### src/rtl/seq_pkg.sv
// Shared types and helpers for the PISO mux sequencer and its bit-select mux.
package seq_pkg;

  localparam int unsigned BYTE_W = 8;
  localparam int unsigned SEL_W  = 3;

  typedef enum logic [1:0] {
    IDLE  = 2'd0,
    SHIFT = 2'd1,
    DONE  = 2'd2
  } state_t;

  // First select position of a byte: bit 0 for LSB-first, bit 7 for MSB-first.
  function automatic logic [SEL_W-1:0] start_sel(input logic msb_first);
    return msb_first ? SEL_W'(BYTE_W - 1) : '0;
  endfunction

endpackage

### src/rtl/mux8_1.sv
// 8:1 bit-select mux; same select function as the downstream mux it feeds.
module mux8_1
  import seq_pkg::*;
(
  input  logic [BYTE_W-1:0] data,
  input  logic [SEL_W-1:0]  sel,
  output logic              y
);

  assign y = data[sel];

endmodule

### src/rtl/piso_mux_sequencer.sv
// Latches a byte on a valid/ready handshake and steps the mux select through
// all eight bit positions, holding each bit for CLK_DIV cycles.
module piso_mux_sequencer
  import seq_pkg::*;
#(
  parameter int unsigned CLK_DIV   = 4,
  parameter bit          MSB_FIRST = 1'b0
) (
  input  logic              clk,
  input  logic              rst_n,
  input  logic              load_valid,
  input  logic [BYTE_W-1:0] load_data,
  output logic              load_ready,
  input  logic              abort,
  output logic [BYTE_W-1:0] data,
  output logic [SEL_W-1:0]  sel,
  output logic              serial_out,
  output logic              bit_strobe,
  output logic              busy,
  output logic              done
);

  localparam int unsigned      DIV_W     = (CLK_DIV > 1) ? $clog2(CLK_DIV) : 1;
  localparam logic [DIV_W-1:0] DIV_LAST  = DIV_W'(CLK_DIV - 1);
  localparam logic [SEL_W-1:0] SEL_START = start_sel(MSB_FIRST);
  localparam logic [SEL_W-1:0] BIT_LAST  = SEL_W'(BYTE_W - 1);

  state_t              state, state_n;
  logic [BYTE_W-1:0]   data_n;
  logic [SEL_W-1:0]    sel_n, sel_step;
  logic [DIV_W-1:0]    div, div_n;
  logic [SEL_W-1:0]    bitcnt, bitcnt_n;

  assign sel_step = MSB_FIRST ? (sel - SEL_W'(1)) : (sel + SEL_W'(1));

  // Next-state: abort wins over the bit step; the last bit reloads the select.
  always_comb begin
    state_n  = state;
    data_n   = data;
    sel_n    = sel;
    div_n    = div;
    bitcnt_n = bitcnt;
    case (state)
      IDLE: begin
        if (load_valid && load_ready) begin
          data_n   = load_data;
          sel_n    = SEL_START;
          div_n    = '0;
          bitcnt_n = '0;
          state_n  = SHIFT;
        end
      end
      SHIFT: begin
        if (abort) begin
          sel_n    = SEL_START;
          div_n    = '0;
          bitcnt_n = '0;
          state_n  = IDLE;
        end else if (div == DIV_LAST) begin
          div_n    = '0;
          bitcnt_n = bitcnt + SEL_W'(1);
          sel_n    = sel_step;
          if (bitcnt == BIT_LAST) begin
            sel_n   = SEL_START;
            state_n = DONE;
          end
        end else begin
          div_n = div + DIV_W'(1);
        end
      end
      DONE: begin
        state_n = IDLE;
      end
      default: begin
        state_n = IDLE;
      end
    endcase
  end

  // Status outputs are registered from the next state so they line up with it.
  always_ff @(posedge clk or negedge rst_n) begin
    if (!rst_n) begin
      state      <= IDLE;
      data       <= '0;
      sel        <= SEL_START;
      div        <= '0;
      bitcnt     <= '0;
      bit_strobe <= 1'b0;
      busy       <= 1'b0;
      done       <= 1'b0;
      load_ready <= 1'b0;
    end else begin
      state      <= state_n;
      data       <= data_n;
      sel        <= sel_n;
      div        <= div_n;
      bitcnt     <= bitcnt_n;
      bit_strobe <= (state_n == SHIFT) && (div_n == '0);
      busy       <= (state_n == SHIFT);
      done       <= (state_n == DONE);
      load_ready <= (state_n == IDLE);
    end
  end

  mux8_1 u_mux (
    .data (data),
    .sel  (sel),
    .y    (serial_out)
  );

endmodule
### config.mk
export PLATFORM = sky130hd
export DESIGN_NAME = piso_mux_sequencer
export DESIGN_NICKNAME = d
export VERILOG_FILES = /design/src/rtl/seq_pkg.sv /design/src/rtl/mux8_1.sv /design/src/rtl/piso_mux_sequencer.sv
export SDC_FILE = /design/constraint.sdc
export NUM_CORES = 1
export LEC_CHECK = 0
export ABC_AREA = 0
export CAP_MARGIN = 20
export CORE_ASPECT_RATIO = 0.75
export CORE_MARGIN = 2
export CORE_UTILIZATION = 49
export CTS_BUF_LIST = sky130_fd_sc_hd__clkbuf_8
export CTS_CLUSTER_SIZE = 25
export DETAILED_ROUTE_END_ITERATION = 12
export GPL_TIMING_DRIVEN = 0
export PLACE_DENSITY = 0.88
export SYNTH_ARGS = -nofsm -noshare
export SYNTH_HDL_FRONTEND = slang
export SYNTH_HIERARCHICAL = 1
export SYNTH_SLANG_ARGS = --single-unit
### constraint.sdc
create_clock -name clk -period 1.9 [get_ports clk]
set_clock_uncertainty 0.1 [all_clocks]
set_input_delay 0.38 -clock clk [delete_from_list [all_inputs] [get_ports clk]]
set_output_delay 0.38 -clock clk [all_outputs]
set_load 0.03 [all_outputs]
==> results.py <==
metrics = {
    "synth": {
        "syn_area_per_cell_um2": 13.6,
        "netlist_top_cells_area": "dfrtp_1, mux2_2, mux4_1, ha_1, nor3b_2",
        "netlist_instances": 75,
        "synth_adder_area_share_pct": 4.90,
        "synth-xor-area-share_pct": 0,
        "synthMuxAreaShare_pct": 20.3,
        "yosysTopAreaCellShare_pct": 53.9,
        "syn_area_mm2": 0.00102,
        "ys_types": 24,
        "ys.flop_type": "dfrtp_1",
        "syn_nets": 91,
        "synth_largest_area_cell": "dfrtp_1",
        "ys_seq_elements": 22,
        "synth_compound_area_share_pct": 5.02,
        "ys_warn_count": 6,
        "yosysSeqAreaShare_pct": 53.9,
        "synth_async_sr_flop_share_pct": 100,
        "synth_top_family_by_area": "multiplexers",
        "synth_edf_count": 0,
        "synth_common_cells": "dfrtp_1, mux2_2, nand2_1, nor2_1, ha_1",
        "yosys.area_share.simple_pct": 13.2,
        "synth.most_common_cell": "dfrtp_1",
    },
    "clocking": {
        "cts_max_path_buffers": 2,
        "h-tree-depth": 1,
        "cts_buffers": 3,
        "root_buffer": "clkbuf_8",
        "cts_tree": "done",
        "clk_latency_ns": 0.26,
        "clkSinkCount": 22,
        "clkTransAtPathRegs_ns": 0.08,
    },
    "worst_setup_path": {
        "endpoint_kind": "output port",
        "criticalPathCategory": "reg -> out",
        "critPathRequiredTime_ns": 1.42,
        "cp_max_fo": 3,
        "start_kind": "register",
        "crit_arrival_ns": 1.63,
        "r2r_slack_ns": 0.17,
    },
    "route": {
        "drc": 0,
        "first_iter_violations": 6,
        "wire_per_inst_um": 16.9,
        "dr.pass1.iters": 4,
        "vias": 708,
        "ant_nets": 0,
        "viasPerCell": 5.36,
        "drt_wl_total_um": 2230,
    },
    "place": {
        "placed_area_mm2": 0.00132,
        "hpwlAfterDp_um": 1610,
        "portBuffers": 27,
        "place_ws_ns": -0.494,
        "gp_congestion": 0.740,
        "dp.cells": 126,
    },
    "global_routing": {
        "grtUsageTotal_pct": 19.3,
        "grt_pass1_vias": 719,
        "grt_overflow_total": 0,
        "grt_pass1_wl_um": 3480,
        "grt_max_degree": 23,
        "antenna_found_initial": 0,
    },
    "run_status": {
        "status": "complete, but fails checks",
        "violations": "negative setup slack",
    },
    "timing": {
        "fin_tns_setup_ns": -0.214,
        "timing.final.hold_violations": 0,
        "min_period_ns": 2.11,
        "finalSetupViolations": 1,
        "worst_slack_ns": -0.214,
        "slew_headroom_pct": 65.5,
        "whs_ns": 0.323,
        "fmax_mhz": 473,
        "worstMarginPinSlew_ns": 0.516,
        "post-route-period-util_pct": 111,
        "rsz0062_at_grt": "yes",
        "slew_violations": 0,
    },
    "die": {
        "initial_core_util_pct": 51.2,
        "core_mm2": 0.00200,
        "die_w_um": 56.7,
        "pin_count": 28,
        "fp.dieArea_mm2": 0.00247,
        "num_rows": 14,
        "die_height_um": 43.6,
    },
    "flow_run": {
        "maxCapViolations": 0,
    },
    "layout": {
        "finalNetCount": 125,
        "post-route-util_pct": 70.2,
        "area_delta_synth_final_pct": 37.2,
        "fin_area_mm2": 0.00140,
        "finalNonFillerCells": 132,
        "antenna_cells": 0,
        "fillers": 153,
        "drive_gt1_share_pct": 25.9,
    },
    "power_and_ir_drop": {
        "p_leak_nw": 0.634,
        "finalPower_mw": 2.30,
        "p_per_area_mw_per_mm2": 1640,
        "ir_worst_vdd_mv": 1.02,
    },
    "worst_hold_path": {
        "hp-class": "in -> async",
    },
}
==> power by group <==
part / total [mW] / internal [mW] / switching [mW] / leakage (nW)
sequential: 0.788 / 0.645 / 0.143 / 0.277
combinational: 1.18 / 0.582 / 0.595 / 0.328
clock: 0.332 / 0.185 / 0.148 / 0.0288
==> flip-flops by register name, indices dropped and copies added, names as in the netlist <==
name,cells
sel,3
state,2
busy,1
bitcnt,3
bit_strobe,1
load_ready,1
data,8
done,1
div,2
==> kinds of logic (layout without fill, tap and decap cells) <==
group                    after synthesis  count (layout)
AO/OA/AOI/OAI                          7               7
adder cells (fa/ha/maj)                4               4
buffers and inverters                  5              38
flip-flops                            22              22
multiplexers                          16              16
AND/OR/NAND/NOR                       21              21
==> routing by layer <==
layer | routed length [um] | track usage [%] | vias up
met5 | 0 | 0 | -
met4 | 32 | 7.44 | 0
met3 | 78 | 5.97 | 4
met2 | 1080 | 30.2 | 14
met1 | 1030 | 25.8 | 353
li1 | - | - | 337
==> final cells by class <==
class | count | area, um^2 | share of cell area [%]
sequential | 22 | 552 | 39.3
multi-input combinational | 48 | 447 | 31.8
timing repair buffer | 29 | 292 | 20.8
clock buffer | 4 | 55.1 | 3.93
tap | 24 | 30.0 | 2.14
buffer | 2 | 16.3 | 1.16
inverter | 3 | 11.3 | 0.803
==> final timing paths <==
check / start / to / depth (start not counted)
worst max-delay path: sel[0]$_DFFE_PN0P_ / serial_out / 3
worst min-delay path: rst_n / sel[2]$_DFFE_PN0P_ / 1
worst max register to register: div[0]$_DFF_PN0_ / sel[1]$_DFFE_PN0P_ / 4
worst min register to register: data[1]$_DFFE_PN0P_ / data[1]$_DFFE_PN0P_ / 1
max in group asynchronous: rst_n / data[6]$_DFFE_PN0P_ / 2
min in group clk: data[1]$_DFFE_PN0P_ / data[1]$_DFFE_PN0P_ / 1
==> worst max-delay path: stages, from the launching register on <==
cell and delay, ns:
dfrtp_2 0.41, mux4_2 0.53, mux2_4 0.29, buf_6 0.14
==> timing repair <==
| item | 4_1_cts | 5_1_grt |
|---|---|---|
| hold buffers | 0 | 0 |
| endpoints found under the hold margin | 0 | 0 |
| setup endpoints to repair | 2 | 4 |
| resized for setup | 12 | 1 |
| setup buffers | 1 | 0 |
==> cells in the final DEF, fill, tap and decap left out, drive strengths merged, types with 3 or more instances in the layout <==
cell            n
clkbuf          4
nand2           5
clkdlybuf4s50  24
buf             5
dfrtp          22
nand2b          3
nor3b           3
inv             3
mux2           12
ha              4
nor2            5
Power figures use the tool's default switching activity.
